==> src/rtl/rand_pkg.sv <==
// Shared types and constants for the burst randomizer.
//   state_t      : control states of the burst sequencer
//   PAD_BYTE     : fill byte used to complete the last RS block (randomized)
//   TAIL_BYTE    : unrandomized tail byte (only used when RAND_TAIL_EN is defined)
//   LFSR_W       : PRBS register length for 1 + x^14 + x^15
//   seed_to_lfsr : maps the seed port onto the packed LFSR stage vector
package rand_pkg;

    typedef enum logic [1:0] {IDLE, DATA, PAD, TAIL} state_t;

    localparam logic [7:0]  PAD_BYTE  = 8'hFF;
    localparam logic [7:0]  TAIL_BYTE = 8'h00;
    localparam int unsigned LFSR_W    = 15;

    // Packed layout: bit (LFSR_W-k) holds stage r_k, so r1 sits at the MSB and r15 at bit 0.
    // The seed is defined with r1=seed[14] .. r15=seed[0], which lands on the same layout.
    function automatic logic [LFSR_W-1:0] seed_to_lfsr(input logic [LFSR_W-1:0] seed);
        logic [LFSR_W-1:0] st;
        for (int k = 1; k <= LFSR_W; k++) begin
            st[LFSR_W-k] = seed[LFSR_W-k];
        end
        return st;
    endfunction

endpackage

==> src/rtl/prbs_byte_step.sv <==
// Combinational 8-step advance of the 1 + x^14 + x^15 PRBS.
// Ports:
//   state      : current LFSR stages (bit 14 = r1, bit 0 = r15)
//   data       : input byte, MSB processed first
//   data_out   : data XOR PRBS feedback bits
//   state_next : LFSR stages after 8 steps
module prbs_byte_step
    import rand_pkg::*;
(
    input  logic [LFSR_W-1:0] state,
    input  logic [7:0]        data,
    output logic [7:0]        data_out,
    output logic [LFSR_W-1:0] state_next
);

    logic [LFSR_W-1:0] s;
    logic              f;

    always_comb begin
        s        = state;
        f        = 1'b0;
        data_out = '0;
        for (int i = 7; i >= 0; i--) begin
            // f = r14 ^ r15; stages shift toward r15 and f enters at r1
            f           = s[1] ^ s[0];
            data_out[i] = data[i] ^ f;
            s           = {f, s[LFSR_W-1:1]};
        end
        state_next = s;
    end

endmodule

==> src/rtl/burst_randomizer.sv <==
// Byte-serial OFDM burst randomizer feeding an RS encoder. Each burst is whitened with the
// 1 + x^14 + x^15 PRBS reseeded on its first byte, then padded with randomized 0xFF bytes up
// to a whole number of BLK_LEN-byte blocks.
// Build option: define RAND_TAIL_EN to append one unrandomized 0x00 byte carrying out_last;
// otherwise out_last marks the final pad or data byte.
// Ports:
//   clk, reset          : single clock, synchronous active-high reset
//   seed                : per-burst seed, sampled on the first accepted byte
//   in_bits/in_valid    : data byte in; in_last flags the final byte of the burst
//   in_ready            : high in IDLE and DATA only
//   out_bits/out_valid  : registered randomized byte, one cycle after acceptance
//   out_last            : final byte of the burst
module burst_randomizer
    import rand_pkg::*;
#(
    parameter int unsigned w       = 8,
    parameter int unsigned BLK_LEN = 239
) (
    input  logic              clk,
    input  logic              reset,
    input  logic [LFSR_W-1:0] seed,
    input  logic [w-1:0]      in_bits,
    input  logic              in_valid,
    input  logic              in_last,
    output logic              in_ready,
    output logic [w-1:0]      out_bits,
    output logic              out_valid,
    output logic              out_last
);

    localparam logic [7:0] BLK_LEN_B = 8'(BLK_LEN);

    state_t            state;
    logic [LFSR_W-1:0] lfsr;
    logic [7:0]        blk_cnt;

    logic              accept;
    logic [LFSR_W-1:0] step_state;
    logic [LFSR_W-1:0] step_next;
    logic [7:0]        step_data;
    logic [7:0]        rand_byte;
    logic [7:0]        blk_inc;
    logic              blk_full;

    assign in_ready = (state == IDLE) || (state == DATA);
    assign accept   = in_valid && in_ready;

    // First byte of a burst randomizes from the fresh seed, never from the stale LFSR.
    assign step_state = (state == IDLE) ? seed_to_lfsr(seed) : lfsr;
    assign step_data  = (state == PAD) ? PAD_BYTE : in_bits;
    assign blk_inc    = (state == IDLE) ? 8'd1 : blk_cnt + 8'd1;
    assign blk_full   = (blk_inc == BLK_LEN_B);

    prbs_byte_step u_step (
        .state      (step_state),
        .data       (step_data),
        .data_out   (rand_byte),
        .state_next (step_next)
    );

    always_ff @(posedge clk) begin
        if (reset) begin
            state     <= IDLE;
            lfsr      <= '0;
            blk_cnt   <= '0;
            out_bits  <= '0;
            out_valid <= 1'b0;
            out_last  <= 1'b0;
        end else begin
            out_bits  <= '0;
            out_valid <= 1'b0;
            out_last  <= 1'b0;
            unique case (state)
                IDLE, DATA: begin
                    if (accept) begin
                        out_bits  <= rand_byte;
                        out_valid <= 1'b1;
                        lfsr      <= step_next;
                        blk_cnt   <= blk_full ? 8'd0 : blk_inc;
                        if (!in_last) begin
                            state <= DATA;
                        end else if (!blk_full) begin
                            state <= PAD;
                        end else begin
`ifdef RAND_TAIL_EN
                            state    <= TAIL;
`else
                            state    <= IDLE;
                            out_last <= 1'b1;
`endif
                        end
                    end
                end
                PAD: begin
                    out_bits  <= rand_byte;
                    out_valid <= 1'b1;
                    lfsr      <= step_next;
                    if (blk_full) begin
                        blk_cnt <= 8'd0;
`ifdef RAND_TAIL_EN
                        state    <= TAIL;
`else
                        state    <= IDLE;
                        out_last <= 1'b1;
`endif
                    end else begin
                        blk_cnt <= blk_inc;
                    end
                end
`ifdef RAND_TAIL_EN
                TAIL: begin
                    out_bits  <= TAIL_BYTE;
                    out_valid <= 1'b1;
                    out_last  <= 1'b1;
                    state     <= IDLE;
                end
`endif
                default: state <= IDLE;
            endcase
        end
    end

endmodule
==> config.mk <==
export PLATFORM = sky130hd
export DESIGN_NAME = burst_randomizer
export DESIGN_NICKNAME = d
export VERILOG_FILES = /design/src/rtl/rand_pkg.sv /design/src/rtl/prbs_byte_step.sv /design/src/rtl/burst_randomizer.sv
export SDC_FILE = /design/constraint.sdc
export NUM_CORES = 1
export LEC_CHECK = 0
export CAP_MARGIN = 5
export CORE_UTILIZATION = 52
export DETAILED_ROUTE_END_ITERATION = 8
export HOLD_SLACK_MARGIN = 0.05
export PLACE_DENSITY = 0.81
export SYNTH_ARGS = -nofsm -noshare
export SYNTH_HDL_FRONTEND = slang
export SYNTH_HIERARCHICAL = 1
export SYNTH_SLANG_ARGS = --single-unit
==> constraint.sdc <==
create_clock -name clk -period 2.4 [get_ports clk]
set_input_delay 0.36 -clock clk [delete_from_list [all_inputs] [get_ports clk]]
set_output_delay 0.36 -clock clk [all_outputs]
set_load 0.005 [all_outputs]
# After elaboration in Yosys (flattened, before gate mapping)
# Index checks and enable logic that the tools add are counted.
# totals
ff_bits	35
input_bits	27
output_inout_bits	11
elab_cells	56
# classes
addsub	1
eq_ne	5
mux	21
bitwise_logic	16
reduce_logical	7
# ops
op	count
8-bit two-way mux	5
8-bit one-hot mux with 2 select lines	2
15-bit two-way mux	2
15-bit one-hot mux with 2 select lines	1
1-bit bitwise XOR	16
8-bit by 1-bit adder with 8-bit output (second input constant)	1
8-bit == test (second input constant)	1
2-bit two-way mux	4
1-bit two-way mux	4
2-bit != test (second input constant)	2
1-bit one-hot mux with 2 select lines	2
2-bit one-hot mux with 2 select lines	1
2-bit AND reduction	2
2-bit by 1-bit == test with 1-bit output (second input constant)	1
2-bit == test (second input constant)	1
2-bit zero test	1
2-bit nonzero test	1
2-bit OR reduction	1
1-bit logical AND	1
1-bit logical OR	1

# Depth between registers and ports, before layout
# depth
word_depth	7
depth_mapped	10
ltp_nobuf	6

# Modules after synthesis
# The synthesis kept the hierarchy.
# modules_own_cells
module	n_inst	cells_each	area_per_inst_um2	seq_area_each_um2
burst_randomizer	1	221	1649.1	700.7
prbs_byte_step	1	24	324.1	0.0

# Worst setup path after synthesis
# OpenSTA, ideal clock, no wires.
# synth_timing
path_type	reg-to-reg
start	register state[1]
end	register out_bits[2]
setup_ns	0.115
arrival_time_ns	1.791
t_required_ns	2.285
setup_slack_ns	0.494
stages_incl_launch_ff	8
n_path_buf	2
period_less_slack_ns	1.906
cell_sequence	dfxtp_1 -> buf_2 -> nor2_1 -> clkbuf_1 -> nand2_1 -> nand2_1 -> xor3_1 -> and2_1
# synth_via
elab_chain_len	6
elab_cells_between_ends	12
cone_classes	2 x eq/ne; 4 x mux; 2 x bitwise; 4 x reduce/logical
# synth_rtl
item	line	rtl
start, declared	burst_randomizer.sv:33	state_t state;
start signal, assigned	burst_randomizer.sv:63	state <= IDLE;
start signal, assigned	burst_randomizer.sv:81	state <= DATA;
start signal, assigned	burst_randomizer.sv:83	state <= PAD;
2-bit zero test *	burst_randomizer.sv:49	assign step_state = (state == IDLE) ? seed_to_lfsr(seed) : lfsr;
15-bit two-way mux *	burst_randomizer.sv:49	
via step_state[5]	burst_randomizer.sv:38	logic [LFSR_W-1:0] step_state;
1-bit bitwise XOR *	prbs_byte_step.sv:25	f = s[1] ^ s[0];
1-bit bitwise XOR *	prbs_byte_step.sv:26	data_out[i] = data[i] ^ f;
via rand_byte[2]	burst_randomizer.sv:41	logic [7:0] rand_byte;
8-bit two-way mux	burst_randomizer.sv:75	if (accept) begin
8-bit one-hot mux with 2 select lines *	burst_randomizer.sv:73	unique case (state)
end signal, assigned	burst_randomizer.sv:76	out_bits <= rand_byte;
end signal, assigned	burst_randomizer.sv:95	out_bits <= rand_byte;
end, declared	burst_randomizer.sv:26	output logic [w-1:0] out_bits,
# The timed path passes the listed nets; every way through them passes the cells marked *.
# A chain may end at the register's enable or synchronous reset.

# Worst setup path in the final report
# layout_timing
start	register state[1]
end	register out_bits[5]
# Same word-level chain as after synthesis.

==> results.md <==
- PortBufs: 37
- Avg Cell Area, Syn: 8.05 um^2
- Largest family of logic cells by synthesized area: simple AND/OR/NAND/NOR gates
- Via density: 5.18
- Die H: 63.6 um
- Htree depth: 2
- FP Rows: 22
- DRC: 0
- Fin cells: 322
- Worst-Margin Slew: 0.785 ns
- CP Class: flip-flop to flip-flop
- Filler cell count: 325
- Clock power frac: 29.7%
- Synth async-reset ratio: 0%
- Max FO, Critical Path: 20
- LEAKAGE: 1.02 nW
- Max Freq: 0.477 GHz
- First-pass GRT wire length: 6620 um
- IO Pins: 38
- Drt total wl: 3960 um
- Total Negative Setup Slacks: 0 ns
- Total Routing Usage GR: 21.3%
- Max-capacitance violation count: 0
- Comb power frac: 25.2%
- Post-Synth XOR/XNOR Area: 13.8%
- Sw Share: 26.9%
- Register area share after synthesis: 35.5%
- # resized after CTS: 0
- Crit path launch type: flip-flop
- Routed WL per cell: 12.3 um
- RSZ-0062 raised after global routing: false
- Slew HR: 47.5%
- Fin nets: 302
- Clk buf depth: 2
- Die Area: 4040 um^2
- Synth Register Bits: 35
- Max incr delay on CP: 0.60 ns
- Post-synthesis adder-cell area fraction: 0.634%
- Share of layout cells above drive strength 1: 7.66%
- Mapped Cells: 245
- Kind of end point of the critical path: flip-flop
- Cell family contributing the most delay on the critical path: simple AND/OR/NAND/NOR gates
- Largest net degree at the start of global routing: 23
- N_diodes: 0
- Sink Count: 35
- Total global routing overflow: 0
- Mapped Area: 1970 um^2
- Final worst path period need: 2.10 ns
- Period utilization: 87.3%
- Initial core utilization: 53.9%
- Crit path cell chain: or2_1 -> nand2_1 -> nand2_1 -> xor3_1 -> and2_1
- 1st-iter DRT viols: 71
- Synth Area in Simple Gates: 31.8%
- Worst-Skew Late Latency: 0.29 ns
- Power density over the cells: 601 nW/um^2
- Compound-cell area share of the yosys netlist: 12.3%
- Commonest non-fill, non-tap cell in the layout: nand2_1
- Routed Antenna Nets: 0
- Clk_skew: 0.00630 ns
- Req. time, crit path: 2.58 ns
- Hold Fails Final Rpt: 0
- Sequential share of power: 45.1%
- Num CTS Buffers: 5
- HP Class: flip-flop to flip-flop
- CTS tree: built
- Antenna violations before repair: 0
- Multiplexer share of the synthesized area: 0%
- DP HPWL: 2770 um
- Chip Width: 63.6 um
- RD Place Congestion: 0.830
- Ys flop type: dfxtp_1
- Core Area: 3660 um^2
- Final Slew Violations: 0
- Buf/Inv on CP: 0
- Slowest cell on crit path: or2_1
- Warnings, synthesis: 6
- Int Power: 1.06 mW
- Total setup buffers inserted after CTS: 0
- Hold_buf cts: 0
- Synth-to-Final Area Change: 22.4%
- Mapped Nets: 273
- Vias in the first global route: 1,470
- Status: completed
- Iteration count of the initial detailed-routing pass: 4
- Net load switching power: 391 uW
- Most frequent cells in the layout: nand2_1, clkdlybuf4s50_1, dfxtp_1
- Post-synth EDFFs: 0
- CP most frequent cell: nand2_1
- Synth unique cells: 43
- Placed cells: 315
- Final setup fails: 0
- Worst Path Arrival: 2.28 ns
- Vias: 1,667
- Clock transition at the registers of the reported paths: 0.07 ns
- Worst vdd ir: 0.000397 V
- Root Buffer: clkbuf_8
[per-layer routing]
layer	share of wire [%]	global-route usage [%]
met2	46	33.9
met3	4.5	4.53
met5	0	0
met1	48	27.4
met4	1.9	9.66
[synthesized netlist by cell type (2+ instances only)]
| master | n | area, um^2 |
|---|---|---|
| nand2_1 | 82 | 308 |
| dfxtp_1 | 35 | 701 |
| a21oi_1 | 19 | 95.1 |
| nand2b_1 | 10 | 62.6 |
| and2_1 | 8 | 50.1 |
| buf_4 | 8 | 60.1 |
| nor2_1 | 8 | 30.0 |
| xor2_1 | 8 | 70.1 |
| clkbuf_1 | 7 | 26.3 |
| xor3_1 | 7 | 166 |
| nand3b_1 | 5 | 37.5 |
| o31ai_1 | 5 | 37.5 |
| buf_2 | 4 | 20.0 |
| nor2b_1 | 4 | 25.0 |
| inv_1 | 3 | 11.3 |
| o21ai_0 | 3 | 15.0 |
| a22oi_1 | 2 | 15.0 |
| nand3_1 | 2 | 10.0 |
[cells by family after synthesis]
group | count (synthesis)
simple gates | 132
xor+xnor | 17
buf+inv | 22
fa+ha+maj | 1
flops | 35
compound gates | 38
[metrics by stage]
step                worst slack, ns  cell area, um^2  util (%)  power (mW)  hold WS, ns
detailed placement            0.143             2330      63.6        1.03        0.445
global route                  0.171             2410      66.0        1.53        0.477
global placement              0.235             2330      63.6        1.03        0.439
CTS                           0.314             2410      66.0        1.46        0.455
floorplan                     0.494             1970         -       0.932        0.432
finish                        0.305             2410      66.0        1.45        0.456
[registers in the layout (all words and copies together) (netlist names)]
signal and cells:
state 2, out_bits 8, out_valid 1, blk_cnt 8
out_last 1, lfsr 15
[power by group through the flow]
stage                     clock, mW  combinational [mW]  sequential [mW]
after detailed placement          0               0.365            0.666
final                         0.431               0.366            0.654
after CTS                     0.435               0.368            0.654
after global routing          0.463               0.404            0.659
after global placement            0               0.361            0.667
after floorplan                   0               0.269            0.663
[worst reg2reg max path: stages, from the launching register on]
cell and delay [ns]:
dfxtp_1 0.46, or2_1 0.60, nand2_1 0.11, nand2_1 0.23, xor3_1 0.44, and2_1 0.14
[final cells by class]
| class | count | area (um^2) | area share [%] |
|---|---|---|---|
| Clock buffer | 6 | 82.6 | 3.42 |
| Clock inverter | 1 | 5.00 | 0.207 |
| Tap cell | 48 | 60.1 | 2.49 |
| Sequential cell | 35 | 701 | 29.0 |
| Inverter | 3 | 11.3 | 0.466 |
| Multi-Input combinational cell | 188 | 1150 | 47.8 |
| Timing Repair Buffer | 41 | 400 | 16.6 |
[worst paths after layout]
kind,startpoint,slack [ns],end,cells after the start
max,state[1],0.30,out_bits[5],5
min,lfsr[1],0.46,lfsr[1],2
max reg2reg,state[1],0.30,out_bits[5],5
min reg2reg,lfsr[1],0.46,lfsr[1],2
Note: power is estimated with default switching activity, not from simulation.
